<file path="config.mk">
export PLATFORM = sky130hd
export DESIGN_NAME = pipe_ctrl
export DESIGN_NICKNAME = d
export VERILOG_FILES = /design/src/rtl/pipe_ctrl.sv
export SDC_FILE = /design/constraint.sdc
export NUM_CORES = 1
export LEC_CHECK = 0
export CORE_ASPECT_RATIO = 1.1
export CORE_MARGIN = 2
export CORE_UTILIZATION = 50
export CTS_CLUSTER_SIZE = 16
export DETAILED_ROUTE_END_ITERATION = 10
export PLACE_DENSITY = 0.85
export SLEW_MARGIN = 0
export SYNTH_ARGS = -nofsm -noshare
export SYNTH_HDL_FRONTEND = slang
export SYNTH_SLANG_ARGS = --single-unit
export TNS_END_PERCENT = 20
</file>
<file path="constraint.sdc">
create_clock -name clk_i -period 7.1 [get_ports clk_i]
set_input_delay 1.775 -clock clk_i [delete_from_list [all_inputs] [get_ports clk_i]]
set_output_delay 1.775 -clock clk_i [all_outputs]
set_load 0.01 [all_outputs]
</file>
<file path="src/rtl/pipe_ctrl.sv">
// ---------------------------------------------------------------------------
// pipe_ctrl -- pipeline sequencing controller for the 5-stage core.
//
// Merges trap requests from WB, taken-branch redirects from EX and the
// hazard/busy indications from ID/EX/MEM into per-stage stall and flush
// controls plus a PC redirect toward IF. The redirect is handshaken with
// IF's request-ready. If IF is not ready, the target is parked in a pending
// register and re-presented every cycle until IF accepts it. After reset the
// controller issues a boot redirect to RESET_PC. Two debug counters track
// accepted traps and stalled-fetch cycles.
//
// Ports
//   clk_i, rst_i              clock, asynchronous active-high reset
//   wb_trap_i/wb_trap_pc_i    WB trap request and handler/mepc target
//   ex_br_taken_i/_target_i   EX taken branch/jump and its target
//   id_load_use_i             ID load-use hazard
//   ex_mdu_busy_i             multi-cycle mul/div still running in EX
//   mem_busy_i                LSU access still running in MEM
//   if_req_ready_i            IF accepts a redirect this cycle
//   pc_redirect_o/_pc_o       redirect request and address toward IF
//   stall_*_o                 hold the stage's input pipeline register
//   flush_*_o                 load a bubble into the stage's input register
//   ctrl_state_o              FSM state (debug)
//   trap_cnt_o                accepted traps, wraps
//   stall_cnt_o               cycles with stall_if_o=1, saturates
// ---------------------------------------------------------------------------
module pipe_ctrl #(
    parameter int              XLEN     = 64,
    parameter logic [XLEN-1:0] RESET_PC = 64'h8000_0000
) (
    input  logic            clk_i,
    input  logic            rst_i,
    input  logic            wb_trap_i,
    input  logic [XLEN-1:0] wb_trap_pc_i,
    input  logic            ex_br_taken_i,
    input  logic [XLEN-1:0] ex_br_target_i,
    input  logic            id_load_use_i,
    input  logic            ex_mdu_busy_i,
    input  logic            mem_busy_i,
    input  logic            if_req_ready_i,
    output logic            pc_redirect_o,
    output logic [XLEN-1:0] pc_redirect_pc_o,
    output logic            stall_if_o,
    output logic            stall_id_o,
    output logic            stall_ex_o,
    output logic            stall_mem_o,
    output logic            flush_id_o,
    output logic            flush_ex_o,
    output logic            flush_mem_o,
    output logic            flush_wb_o,
    output logic [1:0]      ctrl_state_o,
    output logic [31:0]     trap_cnt_o,
    output logic [15:0]     stall_cnt_o
);

    typedef enum logic [1:0] {
        BOOT    = 2'd0,
        RUN     = 2'd1,
        PEND    = 2'd2,
        ILLEGAL = 2'd3
    } state_t;

    state_t          r_state;
    logic [XLEN-1:0] r_pend_pc;
    logic [31:0]     r_trap_cnt;
    logic [15:0]     r_stall_cnt;

    state_t          w_next_state;
    logic [XLEN-1:0] w_next_pend_pc;
    logic            w_trap_acc;
    logic            w_redir;
    logic [XLEN-1:0] w_redir_pc;
    // Raw stage controls before flush-over-stall resolution.
    // w_stall_raw = {IF, ID, EX, MEM}, w_flush = {ID, EX, MEM, WB}.
    logic [3:0]      w_stall_raw;
    logic [3:0]      w_flush;

    always_comb begin
        // NOTE: every signal driven here gets a default first, so no path
        // through the case/if tree leaves one unassigned and infers a latch.
        w_next_state   = r_state;
        w_next_pend_pc = r_pend_pc;
        w_trap_acc     = 1'b0;
        w_redir        = 1'b0;
        w_redir_pc     = '0;
        w_stall_raw    = 4'b0000;
        w_flush        = 4'b0000;

        case (r_state)
            RUN: begin
                if (wb_trap_i) begin
                    // Trap wins over everything, including a same-cycle branch.
                    w_redir    = 1'b1;
                    w_redir_pc = wb_trap_pc_i;
                    w_flush    = 4'b1111;
                    w_trap_acc = 1'b1;
                end else if (ex_br_taken_i && !mem_busy_i) begin
                    w_redir    = 1'b1;
                    w_redir_pc = ex_br_target_i;
                    w_flush    = 4'b1100;
                end else if (mem_busy_i) begin
                    // A taken branch under mem_busy is held in EX by this stall
                    // and redirects once MEM frees up.
                    w_stall_raw = 4'b1111;
                    w_flush     = 4'b0001;
                end else if (ex_mdu_busy_i) begin
                    w_stall_raw = 4'b1110;
                    w_flush     = 4'b0010;
                end else if (id_load_use_i) begin
                    w_stall_raw = 4'b1100;
                    w_flush     = 4'b0100;
                end

                if (w_redir && !if_req_ready_i) begin
                    w_next_state   = PEND;
                    w_next_pend_pc = w_redir_pc;
                end
            end

            PEND: begin
                // Fetch is frozen and ID is drained until IF takes the target.
                w_redir     = 1'b1;
                w_redir_pc  = r_pend_pc;
                w_stall_raw = 4'b1000;
                w_flush     = 4'b1000;
                if (wb_trap_i) begin
                    w_redir_pc     = wb_trap_pc_i;
                    w_next_pend_pc = wb_trap_pc_i;
                    w_flush        = 4'b1111;
                    w_trap_acc     = 1'b1;
                end else if (mem_busy_i) begin
                    // Only the EX/MEM/WB part of the RUN pattern applies here.
                    w_stall_raw = 4'b1011;
                    w_flush     = 4'b1001;
                end else if (ex_mdu_busy_i) begin
                    w_stall_raw = 4'b1010;
                    w_flush     = 4'b1010;
                end

                if (if_req_ready_i) begin
                    w_next_state = RUN;
                end
            end

            default: begin
                // BOOT, and the illegal encoding which recovers through BOOT.
                w_redir      = 1'b1;
                w_redir_pc   = RESET_PC;
                w_flush      = 4'b1111;
                w_next_state = (r_state == BOOT && if_req_ready_i) ? RUN : BOOT;
            end
        endcase
    end

    always_ff @(posedge clk_i or posedge rst_i) begin
        if (rst_i) begin
            r_state     <= BOOT;
            r_pend_pc   <= RESET_PC;
            r_trap_cnt  <= '0;
            r_stall_cnt <= '0;
        end else begin
            // NOTE: non-blocking assignments so every register samples the
            // pre-edge values, independent of statement order.
            r_state   <= w_next_state;
            r_pend_pc <= w_next_pend_pc;
            if (w_trap_acc) begin
                r_trap_cnt <= r_trap_cnt + 32'd1;
            end
            if (stall_if_o && (r_stall_cnt != 16'hFFFF)) begin
                r_stall_cnt <= r_stall_cnt + 16'd1;
            end
        end
    end

    assign pc_redirect_o    = w_redir;
    assign pc_redirect_pc_o = w_redir_pc;

    // A stage that is being flushed must not also hold its register.
    assign stall_if_o  = w_stall_raw[3];
    assign stall_id_o  = w_stall_raw[2] & ~w_flush[3];
    assign stall_ex_o  = w_stall_raw[1] & ~w_flush[2];
    assign stall_mem_o = w_stall_raw[0] & ~w_flush[1];

    assign flush_id_o  = w_flush[3];
    assign flush_ex_o  = w_flush[2];
    assign flush_mem_o = w_flush[1];
    assign flush_wb_o  = w_flush[0];

    assign ctrl_state_o = r_state;
    assign trap_cnt_o   = r_trap_cnt;
    assign stall_cnt_o  = r_stall_cnt;

endmodule
</file>
# == Yosys cells after proc, flatten, opt, wreduce, memory -nomap -nowiden ==
# Cells that the tools add are included.
# op_classes
n_reduce_logical,11
n_mux,33
add_sub_neg,2
eq_ne,5
bitwise,6
# ops
cell,n
$mux 64,4
$pmux 64 s2,2
$add 32x1->32 const B,1
$mux 4,7
$add 16x1->16 const B,1
$ne 16x16->1 const B,1
$pmux 4 s2,2
$mux 2,6
$mux 3,4
$mux 1,7
$logic_and 1x1->1,4
$ne 2x2->1 const B,2
$pmux 2 s2,1
$reduce_and 2->1,2
$and 1x1->1,3
$not 1->1,3
$eq 2x1->1 const B,1
$eq 2x2->1 const B,1
$logic_not 1->1,2
$logic_not 2->1,1
$reduce_bool 2->1,1
$reduce_or 2->1,1
# word_totals
out_inout_bits,123
input_bits,136
elab_cells,61
ff_bits,114

# == Depth between registers and ports, before layout ==
# logic_depth
word_depth,8
ltp_mapped,8
depth_no_buf,7

# == Worst setup path before layout ==
# No wires, ideal clock.
# synth_path
path_kind,input to output
start,in wb_trap_i
end,out pc_redirect_pc_o[11]
path_stages,7
t_required_ns,5.325
setup_slack_ns,2.280
arrival_time_ns,3.045
n_path_buf,2
cell_sequence,nand2b_1 nor2_1 clkbuf_1 buf_1 a22o_1 a22oi_1 nor2b_1
# synth_via
elab_chain_len,2
elab_cells_between_ends,3
classes_between,mux: 3
# synth_rtl
item,line_no,text
"start, declared",33,"input logic wb_trap_i,"
"$mux 64, on equally long branches",--,
$pmux 64 s2 *,89,case (r_state)
"end, declared",42,"output logic [XLEN-1:0] pc_redirect_pc_o,"
# Every way passes the cells marked *; elsewhere a longest branch is shown, timed or not.

# == Worst setup path after layout ==
# layout_path
start,in wb_trap_i
end,out pc_redirect_pc_o[8]
# The elaborated chain is that of the path after synthesis.

==> flow_summary.toml <==
[place]
dp.cells = 1159
port_buffers = 258
place_congestion = 0.814
hpwl_mm = 14.9

[final_layout]
area.growth.synth_to_final_pct = 42.4
nNetsFinal = 1123
drive_gt1_share_pct = 13.3
diodes = 0
stdcell_count = 1191

[routing]
avgViaCountPerCell = 6.10
post-route-drc-count = 0
dr.first_iter.drc_count = 488
wire_per_inst_um = 19.2
routed_wl_mm = 22.9
firstDrtPassIters = 6
ant_nets = 0
num_vias = 7260

[yosys]
synthArstFlopShare_pct = 100
ys_seq_area_share_pct = 37.5
ys_warn_count = 0
synth_area_leaders = "dfrtp_1 (37%), a22oi_1 (11%), mux2_2 (11%)"
yosysMostFrequentCell = "dfrtp_1"
synth-edff-count = 0
synth.avg_cell_area_um2 = 9.96
synth_area_mm2 = 0.00762
synth_ff_type = "dfrtp_1"
synthCells = 765
syn_nets = 906
yosysUniqueCellTypes = 40
synth_top_area_share_pct = 37.1
synth_top_area_cell = "dfrtp_1"
synth-seq-cells = 114
synthTopCellsByCount = "dfrtp_1 (113), a22oi_1 (111), mux2_2 (74)"

[die]
std_cell_rows = 47
io_pins = 259
start_util_pct = 50.8
die_height_um = 133
die_w_um = 122
die-area_mm2 = 0.0162
core_region_area_mm2 = 0.0150

[pwr]
combPwrFrac_pct = 39.8
clkPwrFrac_pct = 27.7
p_seq_share_pct = 32.5
powerDensity_mw_per_mm2 = 279
power.switching_w = 0.00103
ir_drop_mv = 0.207
leakagePower_nw = 4.15
switching_share_pct = 34.1
p_int_w = 0.00199

[setup_path]
slowest_stage = "buf_4"
crit_required_ns = 5.33
crit_start = "wb_trap_i"
reg2reg_slack_ns = 3.90
arrival_ns = 4.40
r2r_end = "stall_cnt_o[10]"
slowest_delay_ns = 0.79
crit_buf_inv = 3
path_class = "input port to output port"
path_cells = "buf_6 -> buf_4 -> mux2_2 -> nand2_1 -> o21ai_0 -> and2_1 -> clkdlybuf4s50_1"
cp_top_family = "buffers and inverters"
start_kind = "input port"
crit_path_end = "pc_redirect_pc_o[8]"
r2r-start = "ctrl_state_o[1]"
critPathCaptureType = "output port"
crit_path_max_fanout = 87
cp.depth = 7
rr_worst_depth = 6

[sta]
rsz0062_at_grt = "false"
final-setup-viol-count = 0
hold_violations = 0
drv_slew = 0
min_period_ns = 6.17
clock_skew_ns = 0.00845
tns_ns = 0
worst_slew_pin_slew_ns = 1.16
period_share_pct = 86.9
fmax_ghz = 0.162
max_slew_margin_pct = 22.9

[global_routing]
top_usage_layer = "met2"
grtUsageMet3_pct = 7.53
grt_util_met1_pct = 35.1
grt_max_degree = 88
grt_pass1_vias = 7327
grt_use_met2_pct = 46.8
track_usage_pct = 28.2
grt_first_pass_wirelength_mm = 36.8
antenna_found_initial = 0
overflow = 0

[clock_network]
cts_buffers = 17
cts_setup_buffers = 0
worst_setup_hold_path_clk_slew_ns = 0.05
cts_buffer_depth = 2
htreeDepth = 4
ctsHoldBuffers = 0
cts_tree = "built"
ctsRootBufferMaster = "clkbuf_16"
ctsResizeCount = 0
clkLatencyLatePin_ns = 0.41
cts.sinks = 114

[min_path]
hp-class = "flop to flop"

[run]
max_cap_violations = 0

[run_status]
status = "complete, no violations"
power by group through the flow:
stage,combinational [W],sequential (W),clock (W)
floorplan,0.000768,0.000963,0
global placement,0.00118,0.000980,0
detailed placement,0.00120,0.000982,0
CTS,0.00120,0.000979,0.000849
global route,0.00131,0.00101,0.000875
finish,0.00120,0.000982,0.000838
cells in the final DEF (no fill, tap or decap), drive strengths merged, types with 4 or more instances in the layout:
cell type	n
nor2b	56
clkbuf	17
o21ai	22
clkdlybuf4s50	257
nand4	15
xor2	10
nand2b	6
o2bb2ai	56
buf	11
mux2	74
a22oi	111
and4	7
clkinv	7
nor2	17
nand3	20
xnor2	36
clkinvlp	4
nor3	9
inv	8
nand2	36
mux2i	10
ha	5
a22o	56
dfrtp	113
and2	11
area by class of cell:
cell class                      instances  area [um^2]
Multi-Input combinational cell        575         4470
Tap cell                              196          245
Fill cell                            1135         4150
Sequential cell                       114         2850
Timing Repair Buffer                  268         2660
Inverter                                6         25.0
Clock inverter                         15          161
Clock buffer                           17          425
kinds of logic after synthesis:
kind of cell	count (synthesis)	synth area share, %
buffers and inverters	76	4.06
flip-flops	114	37.5
XOR/XNOR	46	5.29
AO/OA/AOI/OAI	252	25.9
multiplexers	84	12.4
AND/OR/NAND/NOR	188	14.1
adder cells (fa/ha/maj)	5	0.821
metal layers:
| metal | share of wire [%] | vias to the layer above | routed length [um] |
|---|---|---|---|
| li1 | - | 3355 | - |
| met2 | 48 | 299 | 11000 |
| met4 | 2.2 | 0 | 507 |
| met1 | 42 | 3570 | 9560 |
| met5 | 0 | - | 0 |
| met3 | 7.9 | 36 | 1810 |
sequential cells by signal (all words and copies together) (netlist names):
register / flops
r_pend_pc: 64
trap_cnt_o: 32
stall_cnt_o: 16
ctrl_state_o: 2
worst register-to-register path, delay by kind of cell, from the launching register on:
kind,cells,cell delay (ns)
AO/OA/AOI/OAI,1,0.30
buffers and inverters,1,0.09
AND/OR/NAND/NOR,2,1.02
adder cells (fa/ha/maj),1,1.11
XOR/XNOR,1,0.16
flip-flops,1,0.41
metrics by stage:
step                      total power [W]  cell area, um^2  hold WS [ns]  setup slack, ns  utilization [%]
after floorplan                   0.00173             7620         0.452             2.28                -
after global placement            0.00216            10300         0.468             1.08             68.4
after CTS                         0.00303            10800         0.486            0.977             72.3
final                             0.00302            10800         0.481            0.927             72.3
after global routing              0.00319            10800         0.494            0.803             72.3
after detailed placement          0.00218            10300         0.469             1.02             68.4
how the worst min path moves through the flow:
stage,start,to,depth (start not counted)
final,r_pend_pc[13],r_pend_pc[13],1
after global routing,r_pend_pc[34],r_pend_pc[34],1
after CTS,trap_cnt_o[31],trap_cnt_o[31],1
after detailed placement,trap_cnt_o[31],trap_cnt_o[31],1
after global placement,r_pend_pc[26],r_pend_pc[26],1
after floorplan,r_pend_pc[0],r_pend_pc[0],1
Note: power is estimated with default switching activity, not from simulation.
